### config.mk
export PLATFORM = sky130hd
export DESIGN_NAME = elbeth_fetch_unit
export DESIGN_NICKNAME = d
export VERILOG_FILES = /design/src/rtl/elbeth_pkg.sv /design/src/rtl/elbeth_fetch_skid.sv /design/src/rtl/elbeth_fetch_unit.sv
export SDC_FILE = /design/constraint.sdc
export NUM_CORES = 1
export LEC_CHECK = 0
export ABC_AREA = 1
export ABC_CLOCK_PERIOD_IN_PS = 1700
export BUFFER_PORTS_ARGS = -buffer_cell sky130_fd_sc_hd__buf_2
export CAP_MARGIN = 0
export CORE_ASPECT_RATIO = 0.5
export CORE_MARGIN = 4
export CORE_UTILIZATION = 35
export DETAILED_ROUTE_END_ITERATION = 6
export PLACE_DENSITY = 0.67
export REMOVE_ABC_BUFFERS = 1
export SYNTH_ARGS = -nofsm -noshare
export SYNTH_HDL_FRONTEND = slang
export SYNTH_HIERARCHICAL = 1
export SYNTH_SLANG_ARGS = --single-unit
### constraint.sdc
create_clock -name clk -period 1.7 [get_ports clk]
set_input_delay 0.085 -clock clk [delete_from_list [all_inputs] [get_ports clk]]
set_output_delay 0.085 -clock clk [all_outputs]
set_load 0.01 [all_outputs]
### src/rtl/elbeth_pkg.sv
// ============================================================================
// Module : elbeth_pkg
// Brief  : Shared constants and fetch FSM encodings for the elbeth core.
// Rev    : 1.0 - initial release
// ============================================================================
`default_nettype none

package elbeth_pkg;

   localparam logic [31:0] c_nop_instr = 32'h0000_0013;
   localparam logic [31:0] c_reset_pc  = 32'h0000_0200;

   typedef enum logic [1:0] {
      ST_IDLE = 2'd0,
      ST_WAIT = 2'd1,
      ST_DROP = 2'd2
   } fetch_state_t;

   function automatic logic [63:0] pack_fetch(input logic [31:0] pc,
                                              input logic [31:0] instr);
      return {pc, instr};
   endfunction

endpackage

`default_nettype wire

### src/rtl/elbeth_fetch_skid.sv
// ============================================================================
// Module : elbeth_fetch_skid
// Brief  : One-entry {pc, instr} holding buffer used while decode is stalled.
// Rev    : 1.0 - initial release
// ============================================================================
`default_nettype none

module elbeth_fetch_skid (
   input  logic        clk,
   input  logic        rst,
   input  logic        i_load,
   input  logic        i_drain,
   input  logic        i_clear,
   input  logic [63:0] i_data,
   output logic [63:0] o_data,
   output logic        o_full
);

   logic [63:0] r_data;
   logic        r_full;

   // Clear wins over load so a redirect can never leave a stale entry behind.
   always_ff @(posedge clk) begin
      if (!rst) begin
         r_data <= 64'd0;
         r_full <= 1'b0;
      end else if (i_clear) begin
         r_full <= 1'b0;
      end else if (i_load) begin
         r_data <= i_data;
         r_full <= 1'b1;
      end else if (i_drain) begin
         r_full <= 1'b0;
      end
   end

   assign o_data = r_data;
   assign o_full = r_full;

endmodule

`default_nettype wire

### src/rtl/elbeth_fetch_unit.sv
// ============================================================================
// Module : elbeth_fetch_unit
// Brief  : Instruction fetch stage: imem handshake, IF/ID register, skid.
// Rev    : 1.0 - initial release
// ============================================================================
`default_nettype none

module elbeth_fetch_unit
   import elbeth_pkg::*;
#(
   parameter logic [31:0] RESET_PC  = c_reset_pc,
   parameter logic [31:0] NOP_INSTR = c_nop_instr
) (
   input  logic        clk,
   input  logic        rst,
   input  logic [31:0] i_pc,
   input  logic        i_ctrl_stall,
   input  logic        i_ctrl_flush,
   output logic        o_imem_req,
   output logic [31:0] o_imem_addr,
   input  logic        i_imem_ready,
   input  logic [31:0] i_imem_rdata,
   output logic        o_fetch_stall,
   output logic [31:0] o_seq_pc,
   output logic [31:0] o_id_pc,
   output logic [31:0] o_id_instr,
   output logic        o_id_valid
);

   fetch_state_t r_state;
   logic [31:0]  r_req_addr;
   logic [31:0]  r_id_pc;
   logic [31:0]  r_id_instr;
   logic         r_id_valid;

   logic         w_xfer;
   logic         w_live;
   logic         w_accept;
   logic         w_buf_full;
   logic         w_buf_load;
   logic         w_buf_drain;
   logic [63:0]  w_buf_data;

   always_comb begin
      o_imem_req  = 1'b0;
      o_imem_addr = i_pc;
      case (r_state)
         ST_IDLE: begin
            o_imem_req  = !w_buf_full;
            o_imem_addr = i_pc;
         end
         default: begin
            o_imem_req  = 1'b1;
            o_imem_addr = r_req_addr;
         end
      endcase
      if (!rst) begin
         o_imem_req = 1'b0;
      end
   end

   // A transfer in DROP completes the bus handshake but carries dead data.
   assign w_xfer        = o_imem_req && i_imem_ready;
   assign w_live        = w_xfer && (r_state != ST_DROP);
   assign w_accept      = w_live && !i_ctrl_flush;
   assign o_fetch_stall = !w_live && !i_ctrl_flush;
   assign o_seq_pc      = i_pc + 32'd4;

   assign w_buf_load  = w_accept && i_ctrl_stall;
   assign w_buf_drain = w_buf_full && !i_ctrl_stall && !i_ctrl_flush;

   always_ff @(posedge clk) begin
      if (!rst) begin
         r_state    <= ST_IDLE;
         r_req_addr <= RESET_PC;
      end else begin
         case (r_state)
            ST_IDLE: begin
               if (o_imem_req && !i_imem_ready) begin
                  r_req_addr <= i_pc;
                  r_state    <= i_ctrl_flush ? ST_DROP : ST_WAIT;
               end
            end
            ST_WAIT: begin
               if (w_xfer) begin
                  r_state <= ST_IDLE;
               end else if (i_ctrl_flush) begin
                  r_state <= ST_DROP;
               end
            end
            ST_DROP: begin
               if (w_xfer) begin
                  r_state <= ST_IDLE;
               end
            end
            default: r_state <= ST_IDLE;
         endcase
      end
   end

   always_ff @(posedge clk) begin
      if (!rst) begin
         r_id_valid <= 1'b0;
         r_id_instr <= NOP_INSTR;
         r_id_pc    <= RESET_PC;
      end else if (i_ctrl_flush) begin
         r_id_valid <= 1'b0;
         r_id_instr <= NOP_INSTR;
      end else if (i_ctrl_stall) begin
         r_id_valid <= r_id_valid;
      end else if (w_buf_full) begin
         r_id_valid <= 1'b1;
         r_id_pc    <= w_buf_data[63:32];
         r_id_instr <= w_buf_data[31:0];
      end else if (w_accept) begin
         r_id_valid <= 1'b1;
         r_id_pc    <= o_imem_addr;
         r_id_instr <= i_imem_rdata;
      end else begin
         r_id_valid <= 1'b0;
         r_id_instr <= NOP_INSTR;
      end
   end

   elbeth_fetch_skid u_skid (
      .clk     (clk),
      .rst     (rst),
      .i_load  (w_buf_load),
      .i_drain (w_buf_drain),
      .i_clear (i_ctrl_flush),
      .i_data  (pack_fetch(o_imem_addr, i_imem_rdata)),
      .o_data  (w_buf_data),
      .o_full  (w_buf_full)
   );

   assign o_id_pc    = r_id_pc;
   assign o_id_instr = r_id_instr;
   assign o_id_valid = r_id_valid;

endmodule

`default_nettype wire

After elaboration in Yosys (flattened, before gate mapping)
Index checks and enable logic that the tools add are counted.
{ "totals": {"register_bits": 164, "word_cells": 55} }
{ "op_classes": {"n_addsub": 1, "n_mux": 17, "reduce_logical": 21, "eq_ne": 6, "bitwise_logic": 3} }
{ "ops": {"columns": ["op", "n"], "rows": [
  ["32-bit 2-to-1 mux", 5],
  ["32-bit by 3-bit adder with 32-bit output, second input constant", 1],
  ["2-bit 2-to-1 mux", 5],
  ["1-bit logical AND", 8],
  ["1-bit 2-to-1 mux", 6],
  ["2-bit != test, second input constant", 3],
  ["2-bit case mux with 3 select lines", 1],
  ["3-bit AND reduction", 2],
  ["1-bit zero test", 5],
  ["2-bit AND reduction", 2],
  ["2-bit nonzero test", 2],
  ["3-bit != test, second input constant", 1],
  ["1-bit NOT", 3],
  ["2-bit by 1-bit equality test with 1-bit output, second input constant", 1],
  ["2-bit equality test, second input constant", 1],
  ["2-bit zero test", 1],
  ["2-bit OR reduction", 1]
]} }

Logic depth before layout (Yosys ltp)
{ "depth": {"depth_word": 8, "mapped_depth": 9} }

Cells and area by module
The synthesis kept the hierarchy.
{ "by_module_without_submodules": {"columns": ["mod", "cells_per_inst", "n_inst", "seq_area_each_um2", "area_per_inst_um2"], "rows": [
  ["elbeth_fetch_unit", 870, 1, 1981.9, 5465.2],
  ["elbeth_fetch_skid", 419, 1, 1301.2, 2825.2]
]} }

Worst setup path before layout
Ideal clock, no wire load.
{ "synth_timing": {"path_type": "register to register", "start": "register r_state[1]", "end": "register u_skid.r_data[2], in the netlist u_skid/o_data[2]", "stages_incl_launch_ff": 10, "slack_ps": 30, "arrival_ps": 1557, "required_ps": 1587, "n_path_buf": 2, "cell_sequence": "dfxtp_1 > nor2_2 > a21oi_4 > nand4_2 > nor2_1 > buf_2 > buf_2 > nand3_1 > nand2_1 > nor2_1"} }
{ "synth_between": {"elab_chain_cells": 8} }
{ "synth_rtl": {"columns": ["item", "line_no", "source"], "rows": [
  ["start, declared", "elbeth_fetch_unit.sv:30", "fetch_state_t r_state;"],
  ["start signal, assigned", "elbeth_fetch_unit.sv:81", "r_state <= i_ctrl_flush ? ST_DROP : ST_WAIT;"],
  ["2-bit zero test", "elbeth_fetch_unit.sv:47", "case (r_state)"],
  ["1-bit 2-to-1 mux", "elbeth_fetch_unit.sv:47", null],
  ["1-bit 2-to-1 mux", "elbeth_fetch_unit.sv:57", "if (!rst) begin"],
  ["net o_imem_req", "elbeth_fetch_unit.sv:19", "output logic o_imem_req,"],
  ["1-bit logical AND", "elbeth_fetch_unit.sv:63", "assign w_xfer = o_imem_req && i_imem_ready;"],
  ["1-bit logical AND", "elbeth_fetch_unit.sv:64", "assign w_live = w_xfer && (r_state != ST_DROP);"],
  ["1-bit logical AND", "elbeth_fetch_unit.sv:65", "assign w_accept = w_live && !i_ctrl_flush;"],
  ["1-bit logical AND", "elbeth_fetch_unit.sv:69", "assign w_buf_load = w_accept && i_ctrl_stall;"],
  ["net w_buf_load", "elbeth_fetch_unit.sv:40", "logic w_buf_load;"],
  ["2-bit AND reduction (no source line)", null, null],
  ["end signal, assigned", "elbeth_fetch_skid.sv:30", "r_data <= i_data;"],
  ["end, declared", "elbeth_fetch_skid.sv:19", "logic [63:0] r_data;"]
]} }
The timed path passes the listed nets, and every way through them passes these cells.
A chain may end at the register's enable or synchronous reset.

Final worst setup path
{ "layout_timing": {"start": "register r_state[0]", "end": "output port o_imem_addr[10]"} }
{ "layout_between": {"elab_chain_cells": 2} }
{ "layout_rtl": {"columns": ["item", "line_no", "source"], "rows": [
  ["2-bit zero test", "elbeth_fetch_unit.sv:47", null],
  ["32-bit 2-to-1 mux", "elbeth_fetch_unit.sv:47", null],
  ["end, declared", "elbeth_fetch_unit.sv:20", "output logic [31:0] o_imem_addr,"]
]} }
No other way between the ends.

==> metrics.md <==
| Metric | Value |
|---|---|
| Reg area | `0.00329 mm²` |
| Reg clk slew, reported paths | `0.07 ns` |
| Final Wtd Congestion | `0.883` |
| Synth-to-layout area growth | `43.7%` |
| Violated checks | `setup timing` |
| WP buf/inv | `4` |
| TritonCTS clock tree | `built` |
| Die Footprint | `0.0264 mm²` |
| Post-Syn Area | `0.00829 mm²` |
| Pre-antenna DRT Iters | `5` |
| Crit start category | `flip-flop` |
| Clock sinks | `164` |
| Vias | `9230` |
| Final Util | `51.7%` |
| # IOs | `200` |
| Gr usage total | `20.1%` |
| Crit path max-delay cell type | `dfxtp_4` |
| Worst min path class | `input port to flip-flop` |
| Sequential-to-total area share from yosys stat | `39.6%` |
| Final worst slack | `-0.0467 ns` |
| Initial antenna violation count | `2` |
| Vias per inst | `4.97` |
| Multi-input gate area | `0.00454 mm²` |
| Post-route minimum period | `1.75 ns` |
| Max Fclk | `573 MHz` |
| CTS Buffer Depth | `2` |
| Worst rel slew slack | `57.0%` |
| Commonest non-fill, non-tap cells in the layout | `nand2_1 (294), buf_2 (184), dfxtp_1 (161), nor2_1 (159), inv_1 (148)` |
| # Max-Cap Violations | `0` |
| CTS H-tree lvls | `4` |
| Crit-path leading delay family | `buffers and inverters` |
| TritonCTS Buffers | `17` |
| Min Hold Slack | `0.0177 ns` |
| CP Max Fanout | `8` |
| Worst-Skew Late Latency | `0.43 ns` |
| VDD IR max | `0.000741 V` |
| Leak | `5.76 nW` |
| Grt ovf | `0` |
| Crit path arrival time | `1.66 ns` |
| Yosys reg bits | `164` |
| Hold Vio Cnt, Final | `0` |
| Ant. Diodes | `0` |
| PortBufs | `199` |
| Fraction of layout cells with a size suffix above 1 | `27.4%` |
| Post-synth cell types | `29` |
| Final Slew Violations | `0` |
| Fin nets | `1607` |
| Drt drc | `0` |
| Fin crit share | `103%` |
| Number of fill cells | `2228` |
| Yosys warning total | `6` |
| RSZ-0062 raised after global routing | `true` |
| Mean post-synth cell area | `6.43 µm²` |
| CORE AREA | `0.0230 mm²` |
| WL per Instance | `16.9 µm` |
| Clock Skew | `0.00804 ns` |
| Row cnt | `39` |
| Critical path, cell by cell | `nor2_4 > buf_6 > buf_6 > clkbuf_16 > o21ai_4 > buf_6` |
| Pin count of the biggest net entering global routing | `130` |
| Power per cell area | `848 mW/mm²` |
| Most common cell after layout, fill and taps aside | `nand2_1` |
| CP required | `1.62 ns` |
| Syn Inst Count | `1289` |
| Root Buffer | `clkbuf_16` |
| Worst Setup Path Type | `flip-flop to primary output` |
| Die height | `117 µm` |
| First-pass GRT wire length | `42100 µm` |
| Post-Route WL | `31300 µm` |
| Final setup fails | `16` |
| Final HPWL DP | `17600 µm` |
| Die W | `226 µm` |
| Slowest stage delay, CP | `0.37 ns` |
| Crit. End Element | `primary output` |
| Worst slew pin tran | `0.646 ns` |
| Antenna viol nets, final | `0` |
| Initial core utilization | `36.0%` |
| CP dominant cell by count | `buf_6` |
| Place WS | `0.0214 ns` |
| Status | `complete, but fails checks` |
| Vias in the first global route | `7916` |
| Initial DRC Count | `1006` |
## final cells by class
cell class / instances / share of cell area [%]
Tap cell: 307 / 3.22
Multi-Input combinational cell: 887 / 38.1
Clock inverter: 7 / 0.788
Timing Repair Buffer: 313 / 21.2
Sequential cell: 164 / 27.6
Clock buffer: 25 / 4.24
Inverter: 154 / 4.85
## synth_stat cells (all sizes together)
library cell	n	share of area (%)
clkbuf	34	1.5
nand2	303	14
o21bai	1	0.14
nor3	17	1.1
a21oi	96	5.9
nand4	8	0.68
nand3	110	6.7
a31oi	1	0.076
nor2	221	10
xnor2	13	1.4
dfxtp	164	40
o21ai	98	5.9
nor4	1	0.076
xor2	15	1.6
ha	1	0.15
buf	50	4.2
and3	2	0.15
inv	154	7.0
## flip-flops by register name, indices dropped and copies added (netlist names)
register / cells
u_skid/o_full: 1
o_id_instr: 32
o_id_valid: 1
o_id_pc: 32
r_req_addr: 32
r_state: 2
u_skid/o_data: 64
## layer usage
metal | vias up | track usage (%) | share of wire [%]
met5 | - | 0 | 0.045
met2 | 376 | 34.2 | 46
met1 | 4263 | 25.5 | 43
li1 | 4519 | - | -
met3 | 68 | 3.96 | 7.5
met4 | 4 | 8.03 | 2.9
## worst register-to-register path: cells and delay by family, from the launching register on
family / cells / cell delay, ns
buffers and inverters: 4 / 0.56
and+or+nand+nor: 6 / 0.55
DFF: 1 / 0.37
AOI/OAI and AO/OA: 1 / 0.17
## worst paths after layout
kind | depth (start not counted) | from | endpoint | slack [ns]
worst max register to register | 11 | r_state[0] | u_skid/o_data[20] | -0.01
worst min register to register | 2 | o_id_pc[9] | o_id_pc[9] | 0.46
worst min-delay path | 3 | i_pc[15] | r_req_addr[15] | 0.02
worst max-delay path | 6 | r_state[0] | o_imem_addr[10] | -0.05
## through the flow
step / setup TNS, ns / instances / total power, mW / cell area (µm²)
after global routing: -7.38 / 1857 / 10.5 / 11900
after floorplan: -356.19 / 1205 / 4.93 / 7820
after CTS: -0.221 / 1830 / 9.78 / 10900
after detailed placement: 0 / 1752 / 5.63 / 9670
final: -0.396 / 1857 / 10.1 / 11900
after global placement: -0.0135 / 1752 / 5.61 / 9670
## cell families (layout without fill, tap and decap cells)
group	Yosys count	after routing	share of synthesized area (%)
buffers and inverters	238	499	12.7
adders and majority gates	1	1	0.151
AOI/OAI and AO/OA	196	196	12.1
DFF	164	164	39.6
and+or+nand+nor	662	662	32.6
xor gates and xnor gates	28	28	2.96
## where the power goes
part           total, mW  leakage, nW  internal (mW)  switching, mW
logic               2.05         4.14          0.822           1.23
registers           4.05         1.34           3.99         0.0665
clock network       3.99        0.290           2.36           1.63
## timing repair
| item | CTS | global route |
|---|---|---|
| hold endpoints to repair | 72 | 0 |
| pin swaps | 8 | 60 |
| gates resized for setup | 20 | 155 |
| gates cloned | 2 | 18 |
| hold buffers | 40 | 0 |
| endpoints found under the setup margin | 32 | 118 |
| buffers inserted | 4 | 10 |
Power figures use the tool's default switching activity.
